`src/rtl/imem_loader_pkg.sv`:
```
// -----------------------------------------------------------------------------
// imem_loader_pkg
//   Shared definitions for the boot-time instruction memory loader.
//   Contents:
//     INSTR_W            instruction word width of the 16-bit CPU
//     SYNC_BYTE_DEFAULT  default frame start marker
//     state_t            loader FSM state encoding
//     in_frame()         true for states where a frame is in progress and
//                        the idle timeout applies
// -----------------------------------------------------------------------------
package imem_loader_pkg;

  localparam int         INSTR_W           = 16;
  localparam logic [7:0] SYNC_BYTE_DEFAULT = 8'hA5;

  typedef enum logic [3:0] {
    S_IDLE    = 4'd0,
    S_LEN_HI  = 4'd1,
    S_LEN_LO  = 4'd2,
    S_DATA_HI = 4'd3,
    S_DATA_LO = 4'd4,
    S_WRITE   = 4'd5,
    S_CHECK   = 4'd6,
    S_DONE    = 4'd7,
    S_ERROR   = 4'd8
  } state_t;

  // Frame-in-progress states: LEN_HI through CHECK. The idle counter only
  // runs here; IDLE, ERROR and DONE wait indefinitely.
  function automatic logic in_frame(input state_t s);
    return (s == S_LEN_HI)  || (s == S_LEN_LO)  || (s == S_DATA_HI) ||
           (s == S_DATA_LO) || (s == S_WRITE)   || (s == S_CHECK);
  endfunction

endpackage

```
`src/rtl/imem_loader_if.sv`:
```
// -----------------------------------------------------------------------------
// imem_loader_if
//   Groups the byte-stream handshake (from the UART receiver) and the
//   instruction memory write port driven by the loader.
//   Signals:
//     rx_valid    receiver has a byte on rx_data
//     rx_data     received byte
//     rx_ready    loader can take a byte (transfer on rx_valid & rx_ready)
//     imem_we     one-cycle instruction memory write strobe
//     imem_addr   even byte address of the write
//     imem_wdata  instruction word
//   Modports:
//     master  the loader side (consumes bytes, drives the write port)
//     slave   the environment side (receiver + instruction memory)
// -----------------------------------------------------------------------------
interface imem_loader_if
  import imem_loader_pkg::*;
#(
  parameter int ADDR_W = 16
) ();

  logic                rx_valid;
  logic [7:0]          rx_data;
  logic                rx_ready;
  logic                imem_we;
  logic [ADDR_W-1:0]   imem_addr;
  logic [INSTR_W-1:0]  imem_wdata;

  modport master (
    input  rx_valid,
    input  rx_data,
    output rx_ready,
    output imem_we,
    output imem_addr,
    output imem_wdata
  );

  modport slave (
    output rx_valid,
    output rx_data,
    input  rx_ready,
    input  imem_we,
    input  imem_addr,
    input  imem_wdata
  );

endinterface

```
`src/rtl/imem_loader_timer.sv`:
```
// -----------------------------------------------------------------------------
// imem_loader_timer
//   Idle-cycle counter for the loader. Counts cycles while enabled, is
//   reloaded to zero by clear, and saturates at LIMIT.
//   Ports:
//     clk      clock, rising edge
//     reset    asynchronous, active-high
//     clear    reload count to zero (takes priority over enable)
//     enable   count this cycle
//     expired  count has reached LIMIT
// -----------------------------------------------------------------------------
module imem_loader_timer #(
  parameter int LIMIT = 65535
) (
  input  logic clk,
  input  logic reset,
  input  logic clear,
  input  logic enable,
  output logic expired
);

  localparam int CNT_W = $clog2(LIMIT + 1);

  logic [CNT_W-1:0] count_reg;

  always_ff @(posedge clk or posedge reset) begin
    if (reset) begin
      count_reg <= '0;
    end else if (clear) begin
      count_reg <= '0;
    end else if (enable && !expired) begin
      // Saturate so a long stall cannot wrap back to a non-expired count.
      count_reg <= count_reg + 1'b1;
    end
  end

  assign expired = (count_reg == CNT_W'(LIMIT));

endmodule

```
`src/rtl/imem_loader.sv`:
```
// -----------------------------------------------------------------------------
// imem_loader
//   Boot-time program loader in front of the CPU instruction memory.
//   Receives frames  SYNC, LEN_HI, LEN_LO, {W_HI, W_LO} x LEN, CHK
//   (CHK = XOR of every byte after SYNC), writes each word to byte address
//   0, 2, 4, ... and releases the CPU from reset once a frame completes with
//   a matching checksum.
//   Ports:
//     clk        clock, rising edge
//     reset      asynchronous, active-high
//     bus        imem_loader_if.master: rx_* byte handshake, imem_* write port
//     cpu_reset  high while the CPU must be held in reset
//     load_done  sticky: a frame loaded with a good checksum
//     load_err   set when a frame fails, cleared by the next SYNC
// -----------------------------------------------------------------------------
module imem_loader
  import imem_loader_pkg::*;
#(
  parameter int         ADDR_W         = 16,
  parameter int         MAX_WORDS      = 256,
  parameter logic [7:0] SYNC_BYTE      = SYNC_BYTE_DEFAULT,
  parameter int         TIMEOUT_CYCLES = 65535
) (
  input  logic                clk,
  input  logic                reset,
  imem_loader_if.master       bus,
  output logic                cpu_reset,
  output logic                load_done,
  output logic                load_err
);

  state_t              state_reg;
  logic [7:0]          chk_reg;
  logic [7:0]          len_hi_reg;
  logic [15:0]         len_reg;
  logic [7:0]          w_hi_reg;
  logic [ADDR_W-2:0]   word_idx_reg;

  logic                rx_ready_reg;
  logic                imem_we_reg;
  logic [ADDR_W-1:0]   imem_addr_reg;
  logic [INSTR_W-1:0]  imem_wdata_reg;
  logic                cpu_reset_reg;
  logic                load_done_reg;
  logic                load_err_reg;

  logic                byte_accept;
  logic [15:0]         len_next;
  logic [31:0]         idx_plus1;
  logic                frame_active;
  logic                timer_expired;

  assign byte_accept  = bus.rx_valid && rx_ready_reg;
  assign len_next     = {len_hi_reg, bus.rx_data};
  assign idx_plus1    = 32'(word_idx_reg) + 32'd1;
  assign frame_active = in_frame(state_reg);

  // Idle counter restarts on every accepted byte and is held at zero
  // whenever no frame is in progress.
  imem_loader_timer #(
    .LIMIT (TIMEOUT_CYCLES)
  ) u_timer (
    .clk     (clk),
    .reset   (reset),
    .clear   (byte_accept || !frame_active),
    .enable  (frame_active),
    .expired (timer_expired)
  );

  always_ff @(posedge clk or posedge reset) begin
    if (reset) begin
      state_reg      <= S_IDLE;
      chk_reg        <= '0;
      len_hi_reg     <= '0;
      len_reg        <= '0;
      w_hi_reg       <= '0;
      word_idx_reg   <= '0;
      rx_ready_reg   <= 1'b1;
      imem_we_reg    <= 1'b0;
      imem_addr_reg  <= '0;
      imem_wdata_reg <= '0;
      cpu_reset_reg  <= 1'b1;
      load_done_reg  <= 1'b0;
      load_err_reg   <= 1'b0;
    end else begin
      // Write strobe is a single-cycle pulse; rx_ready drops only for the
      // WRITE cycle and is re-asserted by default everywhere else.
      imem_we_reg  <= 1'b0;
      rx_ready_reg <= 1'b1;

      if (frame_active && timer_expired) begin
        state_reg    <= S_ERROR;
        load_err_reg <= 1'b1;
      end else begin
        case (state_reg)
          S_IDLE, S_ERROR: begin
            if (byte_accept && (bus.rx_data == SYNC_BYTE)) begin
              state_reg    <= S_LEN_HI;
              chk_reg      <= '0;
              word_idx_reg <= '0;
              load_err_reg <= 1'b0;
            end
          end

          S_LEN_HI: begin
            if (byte_accept) begin
              len_hi_reg <= bus.rx_data;
              chk_reg    <= chk_reg ^ bus.rx_data;
              state_reg  <= S_LEN_LO;
            end
          end

          S_LEN_LO: begin
            if (byte_accept) begin
              len_reg <= len_next;
              chk_reg <= chk_reg ^ bus.rx_data;
              if (len_next == 16'd0) begin
                state_reg <= S_CHECK;
              end else if (32'(len_next) > 32'(MAX_WORDS)) begin
                state_reg    <= S_ERROR;
                load_err_reg <= 1'b1;
              end else begin
                state_reg <= S_DATA_HI;
              end
            end
          end

          S_DATA_HI: begin
            if (byte_accept) begin
              w_hi_reg  <= bus.rx_data;
              chk_reg   <= chk_reg ^ bus.rx_data;
              state_reg <= S_DATA_LO;
            end
          end

          S_DATA_LO: begin
            if (byte_accept) begin
              chk_reg        <= chk_reg ^ bus.rx_data;
              state_reg      <= S_WRITE;
              // Write port outputs are registered here so they are valid for
              // exactly the WRITE cycle.
              imem_we_reg    <= 1'b1;
              imem_addr_reg  <= {word_idx_reg, 1'b0};
              imem_wdata_reg <= {w_hi_reg, bus.rx_data};
              rx_ready_reg   <= 1'b0;
            end
          end

          S_WRITE: begin
            word_idx_reg <= word_idx_reg + 1'b1;
            if (idx_plus1 < 32'(len_reg)) begin
              state_reg <= S_DATA_HI;
            end else begin
              state_reg <= S_CHECK;
            end
          end

          S_CHECK: begin
            if (byte_accept) begin
              if (bus.rx_data == chk_reg) begin
                state_reg     <= S_DONE;
                cpu_reset_reg <= 1'b0;
                load_done_reg <= 1'b1;
              end else begin
                state_reg    <= S_ERROR;
                load_err_reg <= 1'b1;
              end
            end
          end

          S_DONE: begin
            // Terminal until reset; incoming bytes are accepted and dropped.
          end

          default: begin
            state_reg <= S_IDLE;
          end
        endcase
      end
    end
  end

  assign bus.rx_ready   = rx_ready_reg;
  assign bus.imem_we    = imem_we_reg;
  assign bus.imem_addr  = imem_addr_reg;
  assign bus.imem_wdata = imem_wdata_reg;
  assign cpu_reset      = cpu_reset_reg;
  assign load_done      = load_done_reg;
  assign load_err       = load_err_reg;

endmodule

```
`src/flat_wrapper.sv`:
```
// flat-port wrapper written by rule: the top's interface ports become plain ports
module imem_loader_flat import imem_loader_pkg::*;
#(
  parameter int         ADDR_W         = 16,
  parameter int         MAX_WORDS      = 256,
  parameter logic [7:0] SYNC_BYTE      = SYNC_BYTE_DEFAULT,
  parameter int         TIMEOUT_CYCLES = 65535
)
  (clk, reset, cpu_reset, load_done, load_err, bus_rx_valid, bus_rx_data, bus_rx_ready, bus_imem_we, bus_imem_addr, bus_imem_wdata);
  imem_loader_if #(.ADDR_W(ADDR_W)) bus_i ();
  input  logic clk;
  input  logic reset;
  output logic cpu_reset;
  output logic load_done;
  output logic load_err;
  input wire logic [$bits(bus_i.rx_valid)-1:0] bus_rx_valid;
  input wire logic [$bits(bus_i.rx_data)-1:0] bus_rx_data;
  output wire logic [$bits(bus_i.rx_ready)-1:0] bus_rx_ready;
  output wire logic [$bits(bus_i.imem_we)-1:0] bus_imem_we;
  output wire logic [$bits(bus_i.imem_addr)-1:0] bus_imem_addr;
  output wire logic [$bits(bus_i.imem_wdata)-1:0] bus_imem_wdata;
  assign bus_i.rx_valid = bus_rx_valid;
  assign bus_i.rx_data = bus_rx_data;
  assign bus_rx_ready = bus_i.rx_ready;
  assign bus_imem_we = bus_i.imem_we;
  assign bus_imem_addr = bus_i.imem_addr;
  assign bus_imem_wdata = bus_i.imem_wdata;
  imem_loader #(.ADDR_W(ADDR_W), .MAX_WORDS(MAX_WORDS), .SYNC_BYTE(SYNC_BYTE), .TIMEOUT_CYCLES(TIMEOUT_CYCLES)) u_core (.clk(clk), .reset(reset), .bus(bus_i), .cpu_reset(cpu_reset), .load_done(load_done), .load_err(load_err));
endmodule
```
`config.mk`:
```
export PLATFORM = sky130hd
export DESIGN_NAME = imem_loader_flat
export DESIGN_NICKNAME = d
export VERILOG_FILES = /design/src/rtl/imem_loader_pkg.sv /design/src/rtl/imem_loader_if.sv /design/src/rtl/imem_loader_timer.sv /design/src/rtl/imem_loader.sv /design/src/flat_wrapper.sv
export SDC_FILE = /design/constraint.sdc
export NUM_CORES = 1
export LEC_CHECK = 0
export BUFFER_PORTS_ARGS = -buffer_cell sky130_fd_sc_hd__clkbuf_2
export CAP_MARGIN = 20
export CORE_MARGIN = 3
export CORE_UTILIZATION = 39
export CTS_BUF_LIST = sky130_fd_sc_hd__clkbuf_8
export DETAILED_ROUTE_END_ITERATION = 10
export GPL_TIMING_DRIVEN = 0
export SYNTH_ARGS = -nofsm -noshare
export SYNTH_HDL_FRONTEND = slang
export SYNTH_SLANG_ARGS = --single-unit
```
`constraint.sdc`:
```
create_clock -name clk -period 4.2 [get_ports clk]
set_input_delay 0.42 -clock clk [delete_from_list [all_inputs] [get_ports clk]]
set_output_delay 0.42 -clock clk [all_outputs]
set_load 0.05 [all_outputs]
```
# Word-level counts from Yosys, hierarchy flattened
# Cells that the tools add are included.
# word_totals
regBits,111
inputBits,11
out_inout_bits,37
wordCells,106
# op_classes
n_addsub,3
magnitude_cmp,2
eq_ne,23
mux,33
n_bitwise,2
n_reduce_logical,29
# ops
cell,count
$mux W4,10
$lt A32 B16 Y1,1
$mux W16,2
$pmux W4 S8,1
$pmux W15 S2,1
$add A15 B1 Y16 const B,1
$add A16 B1 Y16 const B,1
$eq A16 B16 Y1 const B,1
$eq A4 B3 Y1 const B,4
$gt A16 B9 Y1 const B,1
$logic_not A16 Y1,1
$mux W8,2
$pmux W8 S2,1
$add A15 B1 Y15 const B,1
$mux W15,1
$ne A3 B2 Y1 const B,5
$reduce_and A3 Y1,5
$reduce_and A7 Y1,2
$mux W1,13
$ne A3 B3 Y1 const B,3
$eq A4 B2 Y1 const B,2
$eq A8 B8 Y1,1
$eq A8 B8 Y1 const B,1
$reduce_and A4 Y1,2
other kinds (16),29

# Logic depth before layout (Yosys ltp)
# logic_depth
ltp_word,9
depth_mapped,11
mapped_depth_nobuf,11

# Modules after synthesis
# A second synthesis with hierarchy kept.
# hier_totals
hier_cells,536
area_unflattened_um2,5718.0
# modules_own_cells
module,instances,cells_per_inst,area_per_inst_um2,seq_area_each_um2
imem_loader,1,437,4792.1,2379.8
imem_loader_timer,1,99,925.9,400.4

# Least setup slack after synthesis
# Ideal clock, no wire load.
# synth_path
path_type,register to register
from,reg u_core.word_idx_reg[6]
to,reg u_core.state_reg[2]
setup_ps,86
arrival_ps,2469
required_ps,4114
setup_slack_ps,1646
path_stages_with_launch,12
path_buffers,1
synth_period_minus_slack_ps,2554
path_cell_list,dfrtp_1 clkbuf_1 nand3_1 nor4_1 nand2_1 xnor2_1 ha_1 nand4_1 nor4_1 a32oi_1 a21o_1 a32oi_1
# synth_between
elab_chain_cells,5
# synth_lines
element,line_no,rtl
"start, declared",imem_loader.sv:37,logic [ADDR_W-2:0] word_idx_reg;
"start signal, assigned",imem_loader.sv:150,word_idx_reg <= word_idx_reg + 1'b1;
$add A15 B1 Y16,imem_loader.sv:55,assign idx_plus1 = 32'(word_idx_reg) + 32'd1;
$lt A32 B16 Y1,imem_loader.sv:151,if (idx_plus1 < 32'(len_reg)) begin
$mux W3,imem_loader.sv:151,
$pmux W4 S8,imem_loader.sv:95,case (state_reg)
$mux W4,imem_loader.sv:91,if (frame_active && timer_expired) begin
"end signal, assigned",imem_loader.sv:92,state_reg <= S_ERROR;
"end signal, assigned",imem_loader.sv:98,state_reg <= S_LEN_HI;
"end signal, assigned",imem_loader.sv:152,state_reg <= S_DATA_HI;
"end, declared",imem_loader.sv:32,state_t state_reg;
# Every way passes these cells.
# A chain may end at the register's enable or synchronous reset.

# Worst setup path after layout
# layout_path
from,reg u_core.word_idx_reg[2]
to,reg u_core.state_reg[2]
# The elaborated chain is that of the path after synthesis.

==> out/metrics.cfg <==
[global_routing]
antenna_found_initial=0
track_usage_pct=16.5
grt_start_max_net_pins=64
grt_pass1_vias=4192
grt_pass1_wl_mm=21.5
grt_overflow=0

[timing]
worst_slack_ps=972
setup_viol=0
drv_slew=0
post-route-min-period_ps=3230
tns_ps=0
slew_headroom_pct=32.4
tightest_slew_ps=1010
holdWs_ps=104
grt_setup_unrepaired=no
max_freq_ghz=0.310
timing.final.crit_share_pct=76.8
fin_worst_skew_ps=14.9
finalHoldViolCount=0

[clock_tree]
h-tree-depth=3
cts_buffers=9
clkTransAtPathRegs_ps=100
clock-sinks=111
cts_tree=yes
clock_path_buffers=2
post-cts-setup-buffer-count=0
post_cts_resized=0
holdBufCountCts=0
clock_latency_ps=390
clock_tree.root_cell=clkbuf_8

[place]
gp_congestion=0.840
portBuffers=39
post-place-ws_ps=1050
dp_hpwl_mm=9.05

[setup_path]
reg2reg_slack_ps=970
r2r-start=u_core.word_idx_reg[2]
required_ps=4510
worstSetupPathType=reg -> reg
cp.arrival_ps=3540
endpoint_kind=register
start_kind=register
rr_endpoint=u_core.state_reg[2]
rr_worst_depth=10
critPathMaxFanout=7

[power_and_ir_drop]
clkPwrFrac_pct=30.2
power.switching_w=0.000671
seq_power_share_pct=52.2
power_density_mw_per_mm2=360
intPower_w=0.00165
swShare_pct=28.9
total_power_w=0.00232
p_leak_nw=2.93
ir_worst_vdd_mv=0.297
pwr-share-comb_pct=17.6

[synthesis]
syn_nets=553
synthSimpleGateAreaFrac_pct=15.5
syn_area_sq_mm=0.00576
yosysWarnings=0
synthXorXnorAreaFrac_pct=4.56
yosysSeqAreaShare_pct=48.3
synth_seq_cells=111
synthFlopType=dfrtp_1
syn_inst=525
async_flop_share_pct=100
synth_edf_count=0
synth_compound_area_share_pct=11.4
synth.distinct_cells=64
muxShareOfSynthArea_pct=12.5
synth.avg_cell_area_sq_um=11.0
synth_top_family_by_area=simple AND/OR/NAND/NOR gates
synthAdderAreaFrac_pct=3.69

[run]
cap_viol_max_count=0

[floorplanning]
ios=48
dieArea_sq_mm=0.0163
core_sq_mm=0.0141
start_util_pct=40.7
fp-row-count=43
die_y_microns=128
fp.dieW_microns=128

[finish]
final_core_util_pct=45.5
n_antenna_cell=0
final_layout_size_suffix_gt1_share_pct=27.0
nets=605
area_growth_pct=11.8

[drt]
drtIter0Drc=268
met2_length_mm=5.97
dr_wl_met3_microns=593
wl_met1_mm=5.96
totalWireLength_mm=12.7
highest_layer=met4
drc_errors=0
viasPerCell=5.46
dr_total_vias=4155
drtAntennaViolNets=0
dr.pass1.iters=5
wl_per_cell_microns=16.7

[min_path]
min_path_type=in -> async

[run_status]
status=finished clean

critical path, cell delays in order, from the launching register on:
cell     delay (ps)
dfrtp_1         480
nand3_1         230
nor4_1          590
nand2_1         220
xnor2_1         200
ha_1            320
nand4_1         160
nor4_1          350
a32oi_1         210
a21o_1          220
a32oi_1         160
power groups by stage:
stage | sequential, W | clock [W] | combinational (W)
after global routing | 0.00122 | 0.000764 | 0.000459
after CTS | 0.00121 | 0.000727 | 0.000412
after floorplan | 0.00121 | 0 | 0.000320
after detailed placement | 0.00123 | 0 | 0.000410
after global placement | 0.00123 | 0 | 0.000393
final | 0.00121 | 0.000700 | 0.000408
cell type report:
class / instances / area [sq um]
fill: 1326 / 7710
sequential: 111 / 2780
multi-input combinational: 362 / 2750
timing repair buffer: 41 / 230
tap: 180 / 225
buffer: 30 / 153
clock buffer: 9 / 124
clock inverter: 6 / 95.1
inverter: 22 / 85.1
worst max-delay path by stage:
| stage | to | slack [ps] | depth (start not counted) | from |
|---|---|---|---|---|
| 5_1_grt | u_core.state_reg[2] | 740 | 11 | u_core.word_idx_reg[6] |
| 3_3_place_gp | u_core.bus.imem_addr[6] | -400 | 2 | reset |
| 6_report | u_core.state_reg[2] | 970 | 10 | u_core.word_idx_reg[2] |
| 2_1_floorplan | u_core.bus.imem_addr[10] | 850 | 1 | reset |
| 3_5_place_dp | u_core.state_reg[2] | 1050 | 11 | u_core.word_idx_reg[6] |
| 4_1_cts | u_core.state_reg[2] | 1010 | 11 | u_core.word_idx_reg[6] |
per-layer routing:
layer | vias up | track usage, %
met3 | 15 | 3.55
met1 | 2044 | 22.5
li1 | 1987 | -
met5 | - | 0
met4 | 0 | 3.79
met2 | 109 | 26.9
cell families (layout without fill, tap and decap cells):
kind of cell	after synthesis	in the layout
xor gates and xnor gates	30	30
DFF	111	111
and+or+nand+nor	159	159
muxes	64	64
other	1	1
buffers and inverters	52	108
AOI/OAI and AO/OA	91	91
adders and majority gates	17	17
through the flow:
| stage | instances | cell area (sq um) |
|---|---|---|
| final | 761 | 6440 |
| after global routing | 761 | 6440 |
| after CTS | 761 | 6440 |
| after detailed placement | 746 | 6220 |
| after global placement | 744 | 6180 |
| after floorplan | 525 | 5760 |
layout by cell type, fill, tap and decap left out, types with 14 or more instances in the layout:
cell / count
dfrtp_1: 109
mux2_2: 59
clkbuf_2: 40
nor2_1: 31
nand2_1: 29
inv_1: 21
nand3_1: 18
xnor2_1: 18
ha_1: 17
a21oi_1: 15
clkbuf_1: 14
o21ai_0: 14
cell usage after synthesis (11+ instances only):
| cell | count | area (sq um) |
|---|---|---|
| nand2b_1 | 13 | 81.3 |
| nand3_1 | 18 | 90.1 |
| ha_1 | 17 | 213 |
| o21ai_0 | 14 | 70.1 |
| mux2_2 | 59 | 664 |
| nor2_1 | 31 | 116 |
| xor2_1 | 12 | 105 |
| clkbuf_1 | 14 | 52.6 |
| dfrtp_1 | 109 | 2730 |
| a21oi_1 | 15 | 75.1 |
| nand4_1 | 11 | 68.8 |
| inv_1 | 22 | 82.6 |
| o31ai_1 | 12 | 90.1 |
| xnor2_1 | 18 | 158 |
| nand2_1 | 29 | 109 |
(Power assumes the default switching activity.)
